<file path="config.mk">
export PLATFORM = sky130hd
export DESIGN_NAME = ddu_ctrl
export DESIGN_NICKNAME = d
export VERILOG_FILES = /design/src/rtl/ddu_ctrl.sv
export SDC_FILE = /design/constraint.sdc
export NUM_CORES = 1
export LEC_CHECK = 0
export BUFFER_PORTS_ARGS = -buffer_cell sky130_fd_sc_hd__buf_2
export CAP_MARGIN = 20
export CORE_AREA = 5 5 82 103
export CTS_CLUSTER_DIAMETER = 80
export CTS_CLUSTER_SIZE = 28
export DETAILED_ROUTE_END_ITERATION = 8
export DIE_AREA = 0 0 87 108
export PLACE_DENSITY_LB_ADDON = 0.3
export RECOVER_POWER = 50
export SLEW_MARGIN = 15
export SYNTH_ARGS = -nofsm -noshare
export SYNTH_HDL_FRONTEND = slang
export SYNTH_SLANG_ARGS = --single-unit
</file>
<file path="constraint.sdc">
create_clock -name clk -period 3.93 [get_ports clk]
set_input_delay 0.5895 -clock clk [delete_from_list [all_inputs] [get_ports clk]]
set_output_delay 0.5895 -clock clk [all_outputs]
set_load 0.01 [all_outputs]
</file>
<file path="src/rtl/ddu_ctrl.sv">
// Debug display unit: step/continuous CPU run control, inspection-address stepping,
// 8-digit multiplexed seven-segment scan. Optional button debounce via `define DDU_DEBOUNCE_EN.
module ddu_ctrl #(
  parameter int unsigned SCAN_DIV  = 17,
  parameter int unsigned DB_CYCLES = 1000000,
  parameter int unsigned ADDR_W    = 8
) (
  input  logic        clk,
  input  logic        rst,
  input  logic        cont_sw,
  input  logic        step_btn,
  input  logic        inc_btn,
  input  logic        dec_btn,
  input  logic        mem_sel,
  input  logic [31:0] mem_data,
  input  logic [31:0] reg_data,
  input  logic [31:0] pc,
  output logic        cont,
  output logic        run,
  output logic [31:0] ddu_addr,
  output logic [7:0]  an,
  output logic [7:0]  seg,
  output logic [15:0] led
);

  localparam int unsigned CNT_W    = SCAN_DIV + 3;
  localparam int unsigned BTN_STEP = 0;
  localparam int unsigned BTN_INC  = 1;
  localparam int unsigned BTN_DEC  = 2;

  typedef enum logic [1:0] {
    S_IDLE,
    S_PULSE,
    S_WAIT_REL
  } state_t;

  state_t            state_q, state_d;
  logic [2:0]        sync1_q, sync1_d;
  logic [2:0]        sync2_q, sync2_d;
  logic [2:0]        prev_q, prev_d;
  logic [2:0]        level;
  logic [2:0]        evt;
  logic [ADDR_W-1:0] addr_q, addr_d;
  logic [CNT_W-1:0]  cnt_q, cnt_d;
  logic              cont_q, cont_d;
  logic              run_q, run_d;
  logic [7:0]        an_q, an_d;
  logic [7:0]        seg_q, seg_d;
  logic [15:0]       led_q, led_d;
  logic [31:0]       ddu_addr_w;
  logic [31:0]       word;
  logic [2:0]        digit_idx;
  logic              unused_pc_bits;

  function automatic logic [7:0] hex_seg(input logic [3:0] n);
    logic [7:0] p;
    case (n)
      4'h0: p = 8'hC0;  4'h1: p = 8'hF9;  4'h2: p = 8'hA4;  4'h3: p = 8'hB0;
      4'h4: p = 8'h99;  4'h5: p = 8'h92;  4'h6: p = 8'h82;  4'h7: p = 8'hF8;
      4'h8: p = 8'h80;  4'h9: p = 8'h90;  4'hA: p = 8'h88;  4'hB: p = 8'h83;
      4'hC: p = 8'hC6;  4'hD: p = 8'hA1;  4'hE: p = 8'h86;  default: p = 8'h8E;
    endcase
    return p;
  endfunction

  always_comb begin
    sync1_d = {dec_btn, inc_btn, step_btn};
    sync2_d = sync1_q;
  end

`ifdef DDU_DEBOUNCE_EN
  localparam int unsigned DB_W = (DB_CYCLES > 1) ? $clog2(DB_CYCLES) : 1;

  logic [DB_W-1:0] db_cnt_q [3];
  logic [DB_W-1:0] db_cnt_d [3];
  logic [2:0]      db_level_q, db_level_d;

  // Counting only while the synced level differs from the accepted one; any return
  // to the accepted level is a change of the synced level and restarts the count.
  always_comb begin
    db_cnt_d   = db_cnt_q;
    db_level_d = db_level_q;
    for (int unsigned i = 0; i < 3; i++) begin
      if (sync2_q[i] == db_level_q[i]) begin
        db_cnt_d[i] = '0;
      end else if (db_cnt_q[i] == DB_W'(DB_CYCLES - 1)) begin
        db_level_d[i] = sync2_q[i];
        db_cnt_d[i]   = '0;
      end else begin
        db_cnt_d[i] = db_cnt_q[i] + DB_W'(1);
      end
    end
  end

  always_ff @(posedge clk) begin
    if (rst) begin
      db_cnt_q   <= '{default: '0};
      db_level_q <= '0;
    end else begin
      db_cnt_q   <= db_cnt_d;
      db_level_q <= db_level_d;
    end
  end

  assign level = db_level_q;
`else
  assign level = sync2_q;
`endif

  assign evt    = level & ~prev_q;
  assign prev_d = level;

  always_comb begin
    state_d = state_q;
    case (state_q)
      S_IDLE:     if (evt[BTN_STEP]) state_d = S_PULSE;
      S_PULSE:    state_d = S_WAIT_REL;
      S_WAIT_REL: if (!level[BTN_STEP]) state_d = S_IDLE;
      default:    state_d = S_IDLE;
    endcase
    if (cont_sw) state_d = S_IDLE;
  end

  always_comb begin
    addr_d = addr_q;
    if (evt[BTN_INC] && !evt[BTN_DEC]) begin
      addr_d = addr_q + ADDR_W'(1);
    end else if (evt[BTN_DEC] && !evt[BTN_INC]) begin
      addr_d = addr_q - ADDR_W'(1);
    end
    ddu_addr_w               = '0;
    ddu_addr_w[ADDR_W-1:0]   = addr_q;
  end

  always_comb begin
    cont_d    = cont_sw;
    run_d     = cont_sw || (state_d == S_PULSE);
    cnt_d     = cnt_q + CNT_W'(1);
    digit_idx = cnt_q[CNT_W-1:SCAN_DIV];
    word      = mem_sel ? mem_data : reg_data;
    an_d      = ~(8'h01 << digit_idx);
    seg_d     = hex_seg(word[{digit_idx, 2'b00} +: 4]);
    led_d     = {ddu_addr_w[7:0], pc[9:2]};
  end

  assign unused_pc_bits = ^{pc[31:10], pc[1:0]};

  always_ff @(posedge clk) begin
    if (rst) begin
      state_q <= S_IDLE;
      sync1_q <= '0;
      sync2_q <= '0;
      prev_q  <= '0;
      addr_q  <= '0;
      cnt_q   <= '0;
      cont_q  <= 1'b0;
      run_q   <= 1'b0;
      an_q    <= 8'hFE;
      seg_q   <= '1;
      led_q   <= '0;
    end else begin
      state_q <= state_d;
      sync1_q <= sync1_d;
      sync2_q <= sync2_d;
      prev_q  <= prev_d;
      addr_q  <= addr_d;
      cnt_q   <= cnt_d;
      cont_q  <= cont_d;
      run_q   <= run_d;
      an_q    <= an_d;
      seg_q   <= seg_d;
      led_q   <= led_d;
    end
  end

  assign cont     = cont_q;
  assign run      = run_q;
  assign ddu_addr = ddu_addr_w;
  assign an       = an_q;
  assign seg      = seg_q;
  assign led      = led_q;

endmodule

</file>
==> results.py, run 1 <==
metrics = {
    "run_status": {
        "status": "finished, violations left",
        "violations": "max-capacitance violations, max-slew violations",
    },
    "clocking": {
        "clock_sinks": 72,
        "clock_latency_ns": 0.34,
        "clockBufferDepth": 2,
        "cts_buffers": 9,
        "cts-root-buf": "clkbuf_8",
        "cts_setup_buffers": 0,
        "ctsResizeCount": 0,
        "path_clk_slew_ns": 0.08,
        "htree_levels": 3,
        "cts_tree": "built",
        "ctsHoldBuffers": 0,
    },
    "critical_path": {
        "critical-path-top-delay-family": "compound AO/OA/AOI/OAI gates",
        "crit_type": "register to register",
        "path_cells": "buf_4, mux4_2, o22ai_1, a21oi_1, nor2_1, or3_1, a21o_1",
        "cp-end-kind": "register",
        "critPathRequiredTime_ns": 4.16,
        "worstSetupStartpointType": "register",
        "cp_max_fo": 15,
        "cp.arrival_ns": 3.03,
        "path_buf_inv": 1,
        "max_stage_delay_ns": 0.73,
        "critical_path.slowest_cell": "a21oi_1",
    },
    "routing": {
        "dr.first_iter.drc_count": 111,
        "routedWlPerCell_um": 12.9,
        "first_pass_iters": 4,
        "drtAntennaViolNets": 0,
        "num_vias": 2748,
        "drc": 0,
        "routed_wl_mm": 7.28,
        "drt-vias-per-instance": 4.86,
    },
    "power": {
        "power.density_nw_per_um2": 401,
        "p_sw_uw": 422,
        "vdd_ir_drop_max_mv": 0.294,
        "power_frac_clock_pct": 37.0,
        "finalPower_mw": 1.70,
        "power_frac_seq_pct": 46.2,
        "pwr-share-comb_pct": 16.8,
        "p_int_mw": 1.28,
        "leakagePower_nw": 1.86,
        "sw_frac_of_total_pct": 24.8,
    },
    "cells_and_area": {
        "layout_commonest_cell": "buf_2",
        "seqCellArea_um2": 1440,
        "multiInputGateArea_um2": 1860,
        "diodes": 0,
        "final_cell_mix": "buf_2, dfxtp_1, nor2_1",
        "drive_above_1_share_pct": 26.6,
        "nets": 586,
        "syn_to_final_growth_pct": 19.1,
        "fill_cells": 680,
    },
    "floorplanning": {
        "rows": 35,
        "die_area_um2": 9400,
        "io_pins": 169,
        "die_y_um": 108,
        "start_util_pct": 48.7,
        "core_area_um2": 7310,
        "die_x_um": 87,
    },
    "yosys": {
        "yosysSeqAreaShare_pct": 40.5,
        "syn_area_um2": 3560,
        "avgSynthCellArea_um2": 9.89,
        "yosysWarnings": 0,
        "ys_seq_elements": 72,
        "synth_top_area_share_pct": 40.5,
        "synthCells": 360,
        "synthArstFlopShare_pct": 0,
        "yosys.area.top_type": "dfxtp_1",
        "ys.flop_type": "dfxtp_1",
        "synth_area_leaders": "dfxtp_1, mux4_2, nor2b_1",
        "ys_types": 49,
        "synth_edf_count": 0,
    },
    "timing": {
        "drv_slew": 49,
        "tightest_slew_ns": 1.95,
        "period_share_pct": 71.2,
        "relSlewSlack_pct": -29.7,
        "fin_setup_tns_ns": 0,
        "timing.hold.ws_ns": 0.408,
        "fin_crit_ns": 2.80,
        "setup_viol": 0,
        "finalHoldViolations": 0,
        "fmax_ghz": 0.358,
        "worst_clock_skew_ns": 0.00765,
        "rsz0062_at_grt": "false",
    },
    "grt": {
        "antenna_found_initial": 0,
        "grt_max_degree": 49,
        "grt_pass1_vias": 2701,
        "grt-ovfl-total": 0,
        "track_usage_pct": 15.7,
        "grt_pass1_wl_mm": 11.8,
    },
    "placed_design": {
        "numPortBuffers": 119,
        "dpl.hpwl_mm": 5.71,
        "routabilityCongestion": 0.859,
    },
    "flow_run": {
        "timing.max_cap.violations": 1,
    },
    "hold_path": {
        "min_path_type": "register to register",
    },
}
[power by group through the flow]
stage / logic, mW / registers (mW) / clock network, mW
6_report: 0.286 / 0.784 / 0.629
3_3_place_gp: 0.282 / 0.800 / 0
5_1_grt: 0.320 / 0.789 / 0.680
3_5_place_dp: 0.290 / 0.801 / 0
4_1_cts: 0.292 / 0.784 / 0.644
2_1_floorplan: 0.205 / 0.815 / 0
[synthesized netlist by cell type (2+ instances only)]
cell      number
nand4_1        5
nand3_1       15
nor2b_1       34
or2_2          3
nand2b_1       5
dfxtp_1       72
and3_1         5
mux4_1         4
or3_1          3
mux2i_1        8
ha_1          12
o22ai_1        2
a21oi_1       12
mux4_2        11
and4_1         2
and2_1         2
o21bai_1       2
inv_1          7
o21ai_0        4
xnor2_1        8
a221o_1        4
buf_6          3
clkbuf_1       9
buf_4         28
conb_1         2
a21o_1         2
nor3_1         5
buf_2          2
xor2_1        15
nor2_1        38
a22oi_1        2
nand2_1       17
[stage by stage]
stage / util, % / instance area [µm²] / instances / worst slack, ns
5_1_grt: 58.0 / 4240 / 566 / 0.900
3_5_place_dp: 55.5 / 4060 / 551 / 1.05
6_report: 58.0 / 4240 / 566 / 1.13
3_3_place_gp: 55.5 / 4060 / 551 / 1.09
2_1_floorplan: - / 3650 / 383 / 1.49
4_1_cts: 58.5 / 4280 / 566 / 1.14
[per-layer routing]
metal	routed length, µm	vias to the layer above	part of all wire (%)	global-route usage [%]
met5	0	-	0	0
met4	165	0	2.3	6.46
met3	495	16	6.8	4.04
met2	3730	74	51	27.5
met1	2900	1262	40	17.9
li1	-	1396	-	-
[layout make-up]
cell class / count / share of cell area [%]
sequential: 72 / 34.0
inverter: 7 / 0.620
timing repair buffer: 121 / 13.5
clock buffer: 10 / 3.25
tap: 92 / 2.71
clock inverter: 5 / 1.92
multi-input combinational: 259 / 44.0
[path summary, 6_finish.rpt]
check,start,cells after the start,end,slack [ns]
worst max-delay path,cnt_q[17],7,seg[0],1.13
worst max register to register,cnt_q[17],7,seg[0],1.13
worst min register to register,prev_q[0],1,state_q[0],0.41
worst min-delay path,prev_q[0],1,state_q[0],0.41
[cell families (layout without fill, tap and decap cells)]
kind of cell | count (synthesis) | count (layout) | synth area share (%)
other | 2 | 25 | 0.211
xor gates and xnor gates | 23 | 23 | 5.66
adders and majority gates | 13 | 13 | 4.78
AOI/OAI and AO/OA | 35 | 35 | 6.47
DFF | 72 | 72 | 40.5
muxes | 24 | 24 | 12.5
buffers and inverters | 52 | 143 | 9.56
and+or+nand+nor | 139 | 139 | 20.4
[flip-flops by register name, summed over array words and instances (netlist names)]
register	flops
led	16
an	8
level	3
state_q	2
run	1
cnt_q	20
seg	7
sync1_q	3
cont	1
prev_q	3
addr_q	8
[worst reg2reg max path, stage by stage (launching register included)]
cell     delay, ns
dfxtp_1       0.66
buf_4         0.33
mux4_2        0.23
o22ai_1       0.07
a21oi_1       0.73
nor2_1        0.12
or3_1         0.37
a21o_1        0.18
Note: power is estimated with default switching activity, not from simulation.
==> run 2, diff against run 1 <==
- CORE_AREA: 5 5 82 103 -> 5 5 89 111
- DIE_AREA: 0 0 87 108 -> 0 0 94 116
- clock period: 3.93 -> 2.25 ns (I/O delays scaled with it)
==> run 2 against run 1 <==
Net effect: the flow finishes with violations (negative setup slack); final area grew 12%; total power grew 76%; non-clock buffer count grew 34; via count grew 4.7%; sequential power grew 75%; hold slack lost 0.22 ns; core utilization shrank 3.2 points; clock power grew 54%; critical path type unchanged.
==> results.py, run 2 (synthesis gave the netlist of run 1 again) <==
metrics = {
    "flow_run": {
        "timing.max_cap.violations": 0,
    },
    "grt": {
        "antenna_found_initial": 0,
        "grt_pass1_wl_mm": 12.6,
        "track_usage_pct": 14.4,
        "grt_pass1_vias": 2835,
        "grt-ovfl-total": 0,
        "grt_max_degree": 35,
    },
    "floorplanning": {
        "core_area_um2": 8650,
        "io_pins": 169,
        "die_area_um2": 10900,
        "rows": 38,
        "start_util_pct": 41.1,
        "die_x_um": 94,
        "die_y_um": 116,
    },
    "cells_and_area": {
        "nets": 620,
        "final_util_pct": 54.8,
        "drive_above_1_share_pct": 38.2,
        "final_cell_mix": "buf_2, dfxtp_1, nor2_1",
        "regMostFlops": "cnt_q",
        "largest_reg_flops": 20,
        "syn_to_final_growth_pct": 33.3,
        "layout_commonest_cell": "buf_2",
        "diodes": 0,
    },
    "clocking": {
        "path_clk_slew_ns": 0.07,
        "ctsHoldBuffers": 0,
        "cts_buffers": 9,
        "clockBufferDepth": 2,
        "cts-root-buf": "clkbuf_8",
        "cts_tree": "built",
        "htree_levels": 3,
        "clock_latency_ns": 0.34,
        "clock_sinks": 72,
    },
    "critical_path": {
        "critPathRequiredTime_ns": 2.52,
        "path_cells": "nor2b_4, ha_4, inv_6, buf_4, ha_4, nand3_1, o211ai_1, o41ai_2, buf_4, xnor2_2, or3_1, a21oi_2",
        "worstSetupStartpointType": "register",
        "r2r_cells": 12,
        "reg2reg_from": "level[1]",
        "critical_path.slowest_cell": "dfxtp_2",
        "max_stage_delay_ns": 0.33,
        "critical-path-top-delay-family": "simple AND/OR/NAND/NOR gates",
        "r2r_end": "addr_q[7]",
        "path_buf_inv": 3,
        "startpoint": "level[1]",
        "cp-end-kind": "register",
        "cp.depth": 12,
        "cp.arrival_ns": 2.57,
        "cp_max_fo": 6,
        "crit_type": "register to register",
        "r2r_setup_slack_ns": -0.05,
    },
    "timing": {
        "tightest_slew_ns": 0.603,
        "rsz0062_at_grt": "true",
        "worst_clock_skew_ns": 0.00763,
        "final.setup.worst_slack_ns": -0.0486,
        "setup_viol": 1,
        "relSlewSlack_pct": 59.8,
        "period_share_pct": 102,
        "fin_crit_ns": 2.30,
        "fmax_ghz": 0.435,
        "finalHoldViolations": 0,
        "drv_slew": 0,
    },
    "power": {
        "p_int_mw": 2.22,
        "power_frac_clock_pct": 32.4,
        "power.density_nw_per_um2": 630,
        "leakagePower_nw": 2.06,
        "finalPower_mw": 2.99,
        "sw_frac_of_total_pct": 25.9,
        "p_sw_uw": 774,
        "power_frac_seq_pct": 46.0,
        "pwr-share-comb_pct": 21.6,
        "vdd_ir_drop_max_mv": 0.325,
    },
    "hold_path": {
        "min_path_type": "primary input to register",
        "hold_start": "cont_sw",
        "worstHoldPathCells": 2,
        "holdPathEnd": "state_q[1]",
    },
    "placed_design": {
        "dpl.hpwl_mm": 6.00,
        "pre_cts_ws_ns": -0.166,
        "routabilityCongestion": 0.769,
        "numPortBuffers": 119,
    },
    "routing": {
        "drtAntennaViolNets": 0,
        "drt-vias-per-instance": 4.58,
        "routed_wl_mm": 7.82,
        "dr.first_iter.drc_count": 96,
        "drc": 0,
        "routedWlPerCell_um": 12.4,
        "num_vias": 2876,
        "first_pass_iters": 4,
    },
    "run_status": {
        "violations": "negative setup slack",
        "status": "finished, violations left",
    },
}
[run 2: cell types whose count changed in the layout (fill, tap and decap cells not counted), moves of 5 or more]
cell and delta:
buf_4 +29, ha_4 +8, ha_1 -8, buf_2 +5
[run 2: layer usage]
| layer | track usage (%) | wire [µm] | part of all wire (%) | vias to the layer above |
|---|---|---|---|---|
| met5 | 0 | 0 | 0 | - |
| met4 | 7.03 | 180 | 2.3 | 0 |
| met3 | 2.79 | 417 | 5.3 | 19 |
| met2 | 25.1 | 4010 | 51 | 73 |
| met1 | 17.0 | 3210 | 41 | 1315 |
| li1 | - | - | - | 1469 |
[run 2: stage by stage]
stage / cell area, µm² / hold slack [ns] / TNS, ns / instances
2_1_floorplan: 3660 / 0.379 / 0 / 383
3_3_place_gp: 4340 / 0.392 / -0.282 / 608
3_5_place_dp: 4340 / 0.404 / -0.352 / 608
4_1_cts: 4700 / 0.173 / -0.00649 / 627
5_1_grt: 4740 / 0.183 / -0.362 / 628
6_report: 4740 / 0.186 / -0.0486 / 628
[run 2: worst max path at each step]
stage	to
after detailed placement	addr_q[7]
final	addr_q[7]
after CTS	addr_q[7]
after floorplan	seg[5]
after global routing	addr_q[7]
after global placement	addr_q[7]
[run 2: layout make-up]
type / instances / area (µm²)
timing repair buffer: 155 / 873
tap: 120 / 150
sequential: 72 / 1450
fill: 807 / 3910
clock buffer: 11 / 141
multi-input combinational: 259 / 2050
inverter: 7 / 36.3
clock inverter: 4 / 45.0
[run 2: power groups by stage]
| stage | registers, mW | logic, mW | clock network [mW] |
|---|---|---|---|
| 6_report | 1.37 | 0.646 | 0.968 |
| 5_1_grt | 1.38 | 0.714 | 1.07 |
| 3_5_place_dp | 1.40 | 0.570 | 0 |
| 2_1_floorplan | 1.42 | 0.358 | 0 |
| 3_3_place_gp | 1.40 | 0.556 | 0 |
| 4_1_cts | 1.37 | 0.606 | 0.994 |
[run 2: what timing repair did]
action	4_1_cts	5_1_grt
pin swaps	7	12
endpoints found under the setup margin	7	8
gates cloned	1	0
buffers inserted	3	2
gates resized for setup	26	19
